## src/rtl/fetch_seq_pkg.sv

```systemverilog
// Shared definitions for the fetch/sequencing stage.
//   - seq_state_t : run-control FSM encoding (STOPPED / RUNNING / HALTED)
//   - OPCODE_W    : width of the opcode field taken from the top of the instruction
//   - *_DEF       : default widths for PC, instruction word and retired counter
package cpu_pkg;

  localparam int OPCODE_W    = 6;
  localparam int PC_W_DEF    = 10;
  localparam int INSTR_W_DEF = 16;
  localparam int CNT_W_DEF   = 16;

  typedef enum logic [1:0] {
    STOPPED = 2'b00,
    RUNNING = 2'b01,
    HALTED  = 2'b10
  } seq_state_t;

endpackage

```

## src/rtl/fetch_seq_if.sv

```systemverilog
// Bus between the fetch/sequencing stage and its surroundings
// (program memory, control unit, ALU, run control).
//   master : drives run, step, instr, s_inc, wez, alu_zero;
//            observes pc, opcode, z, exec_en, halted, retired, state
//   slave  : the fetch stage itself (directions reversed)
// state is the FSM state, exported for debug and checkers.
//
// Handshake: there is no valid/ready pair. exec_en is the only qualifier;
// an instruction commits on a rising edge exactly when exec_en is 1 during
// the preceding cycle, and run/step are level/pulse requests sampled on edges.
interface fetch_seq_if #(
  parameter int PC_W    = cpu_pkg::PC_W_DEF,
  parameter int INSTR_W = cpu_pkg::INSTR_W_DEF,
  parameter int CNT_W   = cpu_pkg::CNT_W_DEF
) ();
  import cpu_pkg::*;

  logic                run;
  logic                step;
  logic [INSTR_W-1:0]  instr;
  logic                s_inc;
  logic                wez;
  logic                alu_zero;
  logic [PC_W-1:0]     pc;
  logic [OPCODE_W-1:0] opcode;
  logic                z;
  logic                exec_en;
  logic                halted;
  logic [CNT_W-1:0]    retired;
  seq_state_t          state;

  modport master (
    output run, step, instr, s_inc, wez, alu_zero,
    input  pc, opcode, z, exec_en, halted, retired, state
  );

  modport slave (
    input  run, step, instr, s_inc, wez, alu_zero,
    output pc, opcode, z, exec_en, halted, retired, state
  );

endinterface

```

## src/rtl/fetch_seq_pc_reg.sv

```systemverilog
// Program counter register.
//   clk, reset : clock, synchronous active-high reset (pc -> 0)
//   en         : commit enable; pc holds when low
//   s_inc      : 1 = pc+1 (wraps modulo 2^PC_W), 0 = load target
//   target     : jump target
//   pc         : current program counter
module pc_reg #(
  parameter int PC_W = 10
) (
  input  logic            clk,
  input  logic            reset,
  input  logic            en,
  input  logic            s_inc,
  input  logic [PC_W-1:0] target,
  output logic [PC_W-1:0] pc
);

  always_ff @(posedge clk) begin
    if (reset) begin
      pc <= '0;
    end else if (en) begin
      pc <= s_inc ? pc + 1'b1 : target;
    end
  end

endmodule

```

## src/rtl/fetch_seq.sv

```systemverilog
// Fetch/sequencing stage of the single-cycle CPU: owns the PC and the zero
// flag, provides run/stop/single-step control and halts on a jump-to-self.
//   clk, reset : clock, synchronous active-high reset
//   bus        : fetch_seq_if slave modport
//     in : run, step, instr, s_inc, wez, alu_zero
//     out: pc, opcode, z, exec_en, halted, retired, state
module fetch_seq
  import cpu_pkg::*;
#(
  parameter int PC_W    = PC_W_DEF,
  parameter int INSTR_W = INSTR_W_DEF,
  parameter int CNT_W   = CNT_W_DEF
) (
  input logic         clk,
  input logic         reset,
  fetch_seq_if.slave  bus
);

  seq_state_t       state_q;
  logic             exec_en;
  logic             self_jump;
  logic             z_q;
  logic             halted_q;
  logic [CNT_W-1:0] retired_q;
  logic [PC_W-1:0]  pc_q;
  logic [PC_W-1:0]  target;

  assign target = bus.instr[PC_W-1:0];

  // Commit strobe: while stopped, a step pulse lets exactly one instruction through.
  always_comb begin
    exec_en = 1'b0;
    unique case (state_q)
      RUNNING: exec_en = 1'b1;
      STOPPED: exec_en = bus.step;
      default: exec_en = 1'b0;
    endcase
  end

  // A taken jump whose target is the current pc would loop forever; treat it as halt.
  assign self_jump = exec_en && !bus.s_inc && (target == pc_q);

  pc_reg #(.PC_W(PC_W)) u_pc_reg (
    .clk    (clk),
    .reset  (reset),
    .en     (exec_en),
    .s_inc  (bus.s_inc),
    .target (target),
    .pc     (pc_q)
  );

  always_ff @(posedge clk) begin
    if (reset) begin
      state_q   <= STOPPED;
      halted_q  <= 1'b0;
      z_q       <= 1'b0;
      retired_q <= '0;
    end else begin
      if (exec_en) begin
        if (bus.wez) begin
          z_q <= bus.alu_zero;
        end
        if (retired_q != '1) begin
          retired_q <= retired_q + 1'b1;
        end
      end

      unique case (state_q)
        STOPPED: begin
          if (self_jump) begin
            state_q  <= HALTED;
            halted_q <= 1'b1;
          end else if (bus.run) begin
            state_q <= RUNNING;
          end
        end
        RUNNING: begin
          if (self_jump) begin
            state_q  <= HALTED;
            halted_q <= 1'b1;
          end else if (!bus.run) begin
            state_q <= STOPPED;
          end
        end
        default: begin
          state_q  <= HALTED;
          halted_q <= 1'b1;
        end
      endcase
    end
  end

  assign bus.pc      = pc_q;
  assign bus.opcode  = bus.instr[INSTR_W-1 -: OPCODE_W];
  assign bus.z       = z_q;
  assign bus.exec_en = exec_en;
  assign bus.halted  = halted_q;
  assign bus.retired = retired_q;
  assign bus.state   = state_q;

endmodule

```

## src/flat_wrapper.sv

```systemverilog
// flat-port wrapper written by rule: the top's interface ports become plain ports
module fetch_seq_flat import cpu_pkg::*;
#(
  parameter int PC_W    = PC_W_DEF,
  parameter int INSTR_W = INSTR_W_DEF,
  parameter int CNT_W   = CNT_W_DEF
)
  (clk, reset, bus_run, bus_step, bus_instr, bus_s_inc, bus_wez, bus_alu_zero, bus_pc, bus_opcode, bus_z, bus_exec_en, bus_halted, bus_retired, bus_state);
  fetch_seq_if #(.PC_W(PC_W), .INSTR_W(INSTR_W), .CNT_W(CNT_W)) bus_i ();
  input logic clk;
  input logic reset;
  input wire logic [$bits(bus_i.run)-1:0] bus_run;
  input wire logic [$bits(bus_i.step)-1:0] bus_step;
  input wire logic [$bits(bus_i.instr)-1:0] bus_instr;
  input wire logic [$bits(bus_i.s_inc)-1:0] bus_s_inc;
  input wire logic [$bits(bus_i.wez)-1:0] bus_wez;
  input wire logic [$bits(bus_i.alu_zero)-1:0] bus_alu_zero;
  output wire logic [$bits(bus_i.pc)-1:0] bus_pc;
  output wire logic [$bits(bus_i.opcode)-1:0] bus_opcode;
  output wire logic [$bits(bus_i.z)-1:0] bus_z;
  output wire logic [$bits(bus_i.exec_en)-1:0] bus_exec_en;
  output wire logic [$bits(bus_i.halted)-1:0] bus_halted;
  output wire logic [$bits(bus_i.retired)-1:0] bus_retired;
  output wire logic [$bits(bus_i.state)-1:0] bus_state;
  assign bus_i.run = bus_run;
  assign bus_i.step = bus_step;
  assign bus_i.instr = bus_instr;
  assign bus_i.s_inc = bus_s_inc;
  assign bus_i.wez = bus_wez;
  assign bus_i.alu_zero = bus_alu_zero;
  assign bus_pc = bus_i.pc;
  assign bus_opcode = bus_i.opcode;
  assign bus_z = bus_i.z;
  assign bus_exec_en = bus_i.exec_en;
  assign bus_halted = bus_i.halted;
  assign bus_retired = bus_i.retired;
  assign bus_state = bus_i.state;
  fetch_seq #(.PC_W(PC_W), .INSTR_W(INSTR_W), .CNT_W(CNT_W)) u_core (.clk(clk), .reset(reset), .bus(bus_i));
endmodule
```

## config.mk

```make
export PLATFORM = sky130hd
export DESIGN_NAME = fetch_seq_flat
export DESIGN_NICKNAME = d
export VERILOG_FILES = /design/src/rtl/fetch_seq_pkg.sv /design/src/rtl/fetch_seq_if.sv /design/src/rtl/fetch_seq_pc_reg.sv /design/src/rtl/fetch_seq.sv /design/src/flat_wrapper.sv
export SDC_FILE = /design/constraint.sdc
export NUM_CORES = 1
export LEC_CHECK = 0
export CAP_MARGIN = 10
export CORE_MARGIN = 10
export CORE_UTILIZATION = 40
export DETAILED_ROUTE_END_ITERATION = 8
export PLACE_DENSITY = 0.72
export SLEW_MARGIN = 0
export SYNTH_ARGS = -nofsm -noshare
export SYNTH_HDL_FRONTEND = slang
export SYNTH_SLANG_ARGS = --single-unit
```

## constraint.sdc

```tcl
create_clock -name clk -period 1.95 [get_ports clk]
set_input_delay 0.39 -clock clk [delete_from_list [all_inputs] [get_ports clk]]
set_output_delay 0.39 -clock clk [all_outputs]
set_load 0.02 [all_outputs]
```

### After elaboration in Yosys (flattened, before gate mapping)

Cells that the tools add are included.

| storage, ports and cells | value |
|---|---|
| register bits after elaboration | 30 |
| bits of input ports | 23 |
| output and inout bits | 37 |

| cells by class | value |
|---|---|
| add/sub/neg operators | 2 |
| equality and inequality tests | 6 |
| mux-type cells | 9 |
| reduce and logical (&&, ||, !) cells | 8 |

Operator list:

| kind | number |
|---|---|
| adder 16 x 1 -> 16 bit (second input constant) | 1 |
| != test 16 bit (second input constant) | 1 |
| adder 10 x 1 -> 10 bit (second input constant) | 1 |
| equality test 10 bit | 1 |
| 2-to-1 mux 10 bit | 1 |
| 2-to-1 mux 2 bit | 4 |
| != test 3 x 2 -> 1 bit (second input constant) | 2 |
| AND reduction 2 bit | 3 |
| one-hot mux 2 bit (2 select lines) | 1 |
| equality test 2 x 1 -> 1 bit (second input constant) | 1 |
| logical AND 1 bit | 2 |
| logical NOT 2 bit | 1 |
| 2-to-1 mux 1 bit | 2 |
| != test 2 x 1 -> 1 bit (second input constant) | 1 |
| one-hot mux 1 bit (2 select lines) | 1 |
| OR reduction 2 bit | 1 |
| logical NOT 1 bit | 1 |

### Longest topological paths before layout

| depth | value |
|---|---|
| depth after elaboration | 6 |
| depth in mapped cells | 6 |
| depth with buffers taken out | 5 |

### By module

Synthesis repeated with hierarchy kept, for this count alone.

| unflattened totals | value |
|---|---|
| cells, all modules | 218 |
| area total of the unflattened synthesis | 1769.2 um2 |

Modules (own cells, without submodules):

| module | instances | cells each | area an instance (um2) | sequential area each (um2) |
|---|---|---|---|---|
| fetch_seq | 1 | 137 | 1149.9 | 400.4 |
| pc_reg | 1 | 81 | 619.3 | 200.2 |

### Worst setup path before layout

No wires, ideal clock.

| path | value |
|---|---|
| path kind | reg2reg |
| start point | register u_core.retired_q[3] (netlist: u_core.bus.retired[3]) |
| end point | register u_core.retired_q[15] (netlist: u_core.bus.retired[15]) |
| arrival | 1.781 ns |
| data required time | 1.827 ns |
| path slack | 0.046 ns |
| stages on the path, launching flop included | 6 |
| buffers on the path | 1 |
| clock period less this slack | 1.904 ns |
| path through | dfxtp_1 > nand4_2 > or3b_1 > buf_2 > nor4_1 > mux2_1 |

| between the ends | value |
|---|---|
| word-level cells in the longest chain between the ends | 2 |
| elaborated cells on any way between the ends | 3 |
| classes of those cells | 1 x add/sub; 1 x eq/ne; 1 x reduce/logical |

Ends and longest elaborated chain:

| element | line | RTL |
|---|---|---|
| start, declared | fetch_seq.sv:24 | `logic [CNT_W-1:0] retired_q;` |
| start signal, assigned | fetch_seq.sv:64 | `retired_q <= retired_q + 1'b1;` |
| branches (longest 2 deep; another with adder 16 x 1 -> 16 bit) | -- |  |

Parallel ways; which one is timed is not known.
A chain may end at the register's enable or synchronous reset.

### Worst setup path after layout

| path | value |
|---|---|
| start point | input bus_step |
| end point | output bus_exec_en |

| between the ends | value |
|---|---|
| word-level cells in the longest chain between the ends | 1 |

Ends and longest elaborated chain:

| element | line | RTL |
|---|---|---|
| start, declared | flat_wrapper.sv:13 | `input wire logic [$bits(bus_i.step)-1:0] bus_step;` |
| one-hot mux 1 bit (2 select lines) | fetch_seq.sv:33 | `unique case (state_q)` |
| end, declared | flat_wrapper.sv:21 | `output wire logic [$bits(bus_i.exec_en)-1:0] bus_exec_en;` |

Every way passes these cells.

==> impl_metrics.tcl <==
set metrics [dict create \
    yosysSeqAreaShare 0.347 \
    syn-num-nets 237 \
    drv_slew 0 \
    synthAdderAreaFrac 0.0145 \
    yosysWarnings 0 \
    final_layout_size_suffix_gt1_frac 0.162 \
    synth_top_family_by_area "simple AND/OR/NAND/NOR gates" \
    grt_busiest_layer "met2" \
    cts_tree "done" \
    muxShareOfSynthArea 0.0506 \
    num_rows 23 \
    largest_register_ffs 16 \
    stdcell_area_mm2 0.00245 \
    initial_utilization 0.424 \
    drt_wl_total_um 4950 \
    arrival_ps 1490 \
    crit_start "bus_step" \
    port_buffers 47 \
    synth_compound_area_frac 0.197 \
    dieArea_mm2 0.00736 \
    wire_per_inst_um 15.4 \
    fmax_ghz 0.532 \
    synthXorXnorAreaFrac 0.0506 \
    rsz0062_at_grt "yes" \
    crit_fanout 10 \
    place_congestion 0.778 \
    fp.dieH_um 85.8 \
    die_w_um 85.8 \
    synthFlopType "dfxtp_1" \
    fill_cells 363 \
    drt-pass1-iter-count 4 \
    antenna_found_initial 0 \
    ff2ff_path_depth 5 \
    power_per_cell_area_mw_per_mm2 566 \
    grt_pass1_vias 1733 \
    finalNonFillerCells 321 \
    synth_edf_count 0 \
    synth-seq-cells 30 \
    syn2layout_area_growth_pct 41.4 \
    grt_pass1_wl_um 8200 \
    clk_pin_slew_ps 60 \
    status "finished clean" \
    ios 60 \
    clk_path_buf_depth 2 \
    required_ps 1560 \
    multi_input_area_mm2 0.00104 \
    avgViaCountPerCell 5.64 \
    insertion_delay_ps 280 \
    cts_buffers 5 \
    ff2ff_setup_slack_ps 120 \
    met1_usage 0.153 \
    root_buffer "clkbuf_8" \
    ys_types 46 \
    start_kind "input port" \
    crit_end "bus_exec_en" \
    ant_nets 0 \
    async_flop_share 0 \
    min_period_over_period 0.964 \
    track_usage 0.134 \
    setup-violations-final 0 \
    clock-sinks 30 \
    r2r_end "u_core.bus.retired[10]" \
    synth-simple-area-share 0.275 \
    drc 0 \
    ir_drop_v 0.000312 \
    core_mm2 0.00409 \
    grt_overflow 0 \
    worstMarginPinSlew_ps 486 \
    synthCells 212 \
    postCtsHoldBufs 0 \
    min_period_ps 1880 \
    vias 1811 \
    post_dp_cell_area_mm2 0.00232 \
    hold_viol_final 0 \
    timing.rr.start "u_core.bus.retired[0]" \
    skew_ps 4.27 \
    path_class "in2out" \
    dp_cells 311 \
    drtIter0Drc 159 \
    met2_usage 0.217 \
    final-seq-area_um2 601 \
    h-tree-depth 2 \
    hold_class "reg2reg" \
    synth_area_mm2 0.00173 \
    end_kind "primary output" \
    hpwl_um 3680 \
    grt_max_degree 20 \
    leakagePower_nw 0.905 \
    syn_area_per_cell_um2 8.17 \
    diodes 0 \
    setup_tns_ps 0 \
    max_slew_margin 0.674 \
    maxCapViolations 0 \
    num-nets-final 296 \
    met3_usage 0.0435 \
]
==> through the flow <==
| stage | worst slack, ps | utilization | hold slack [ps] | power [mW] |
|---|---|---|---|---|
| 5_1_grt | -42.4 | 0.599 | 473 | 1.45 |
| 3_5_place_dp | -238 | 0.567 | 440 | 0.924 |
| 3_3_place_gp | -195 | 0.567 | 448 | 0.924 |
| 4_1_cts | 10.7 | 0.588 | 448 | 1.39 |
| 6_report | 69.3 | 0.599 | 446 | 1.39 |
| 2_1_floorplan | 45.5 | - | 522 | 0.817 |
==> cell type report <==
class,instances,area share
Tap cell,50,0.0255
Inverter,7,0.0107
Multi-Input combinational cell,158,0.424
Clock buffer,7,0.0312
Sequential cell,30,0.245
Timing Repair Buffer,69,0.263
==> critical path, stage by stage <==
cell and delay, ps:
clkdlybuf4s50_1 410, o21bai_2 220, buf_6 150, inv_2 50
buf_8 130, buf_4 150
==> how the worst min path moves through the flow <==
stage	start	cells past startpoint	slack, ps	end
after CTS	u_core.bus.halted	2	450	u_core.bus.halted
after floorplan	u_core.bus.halted	2	520	u_core.bus.halted
after global routing	u_core.bus.z	2	470	u_core.bus.z
after global placement	u_core.bus.z	2	450	u_core.bus.z
after detailed placement	u_core.bus.halted	2	440	u_core.bus.halted
final	u_core.bus.halted	2	450	u_core.bus.halted
==> cells in the mapped netlist (all sizes together) (7+ instances only) <==
library cell | count | area share
inv | 7 | 0.015
nand3 | 7 | 0.020
a21oi | 23 | 0.066
clkbuf | 10 | 0.022
nand2 | 18 | 0.039
dfxtp | 30 | 0.35
buf | 7 | 0.029
nor2 | 11 | 0.024
nand4 | 7 | 0.029
o21ai | 10 | 0.029
nor2b | 8 | 0.029
xor2 | 10 | 0.051
==> power breakdown <==
group | internal [mW] | switching [mW]
logic | 0.133 | 0.125
clock network | 0.245 | 0.218
registers | 0.635 | 0.0295
total | 1.01 | 0.372
==> cell families (layout without fill, tap and decap cells) <==
| logic type | after synthesis | in the layout |
|---|---|---|
| AO/OA/AOI/OAI | 55 | 55 |
| AND/OR/NAND/NOR | 83 | 83 |
| buffers and inverters | 24 | 83 |
| XOR/XNOR | 10 | 10 |
| adder cells (fa/ha/maj) | 2 | 2 |
| multiplexers | 8 | 8 |
| flip-flops | 30 | 30 |
==> metal layers <==
metal | wire length, µm | share of wire | vias to the layer above
li1 | - | - | 899
met5 | 0 | 0 | -
met4 | 97 | 0.020 | 0
met2 | 2290 | 0.46 | 52
met3 | 377 | 0.076 | 7
met1 | 2180 | 0.44 | 853
==> cells in the final DEF, fill, tap and decap left out, types with 2 or more instances in the layout <==
cell type	netlist	final
clkdlybuf4s50_1	0	46
nor4_1	5	4
or3_1	3	3
nor4_2	1	2
nor2_1	11	10
and3_1	4	4
nand2b_1	3	3
nand4_1	6	6
dfxtp_1	30	30
mux2_2	5	5
nand2_1	18	18
a21oi_1	23	23
clkbuf_8	0	5
a311oi_1	2	2
a211oi_1	2	2
nand3_1	7	7
o41ai_1	3	3
a31oi_1	3	3
and4_1	2	2
buf_4	6	21
nor2b_1	8	8
clkbuf_1	10	2
o31ai_1	4	4
inv_1	7	6
or4_1	2	2
o21ai_0	10	10
nor3_1	4	4
mux2i_1	2	2
xor2_1	10	10
ha_1	2	2
==> what timing repair did <==
action | 4_1_cts | 5_1_grt
gates resized for setup | 2 | 8
pin swaps | 0 | 1
buffers inserted | 0 | 3
hold endpoints to repair | 0 | 0
setup endpoints to repair | 1 | 5
Power figures use the tool's default switching activity.
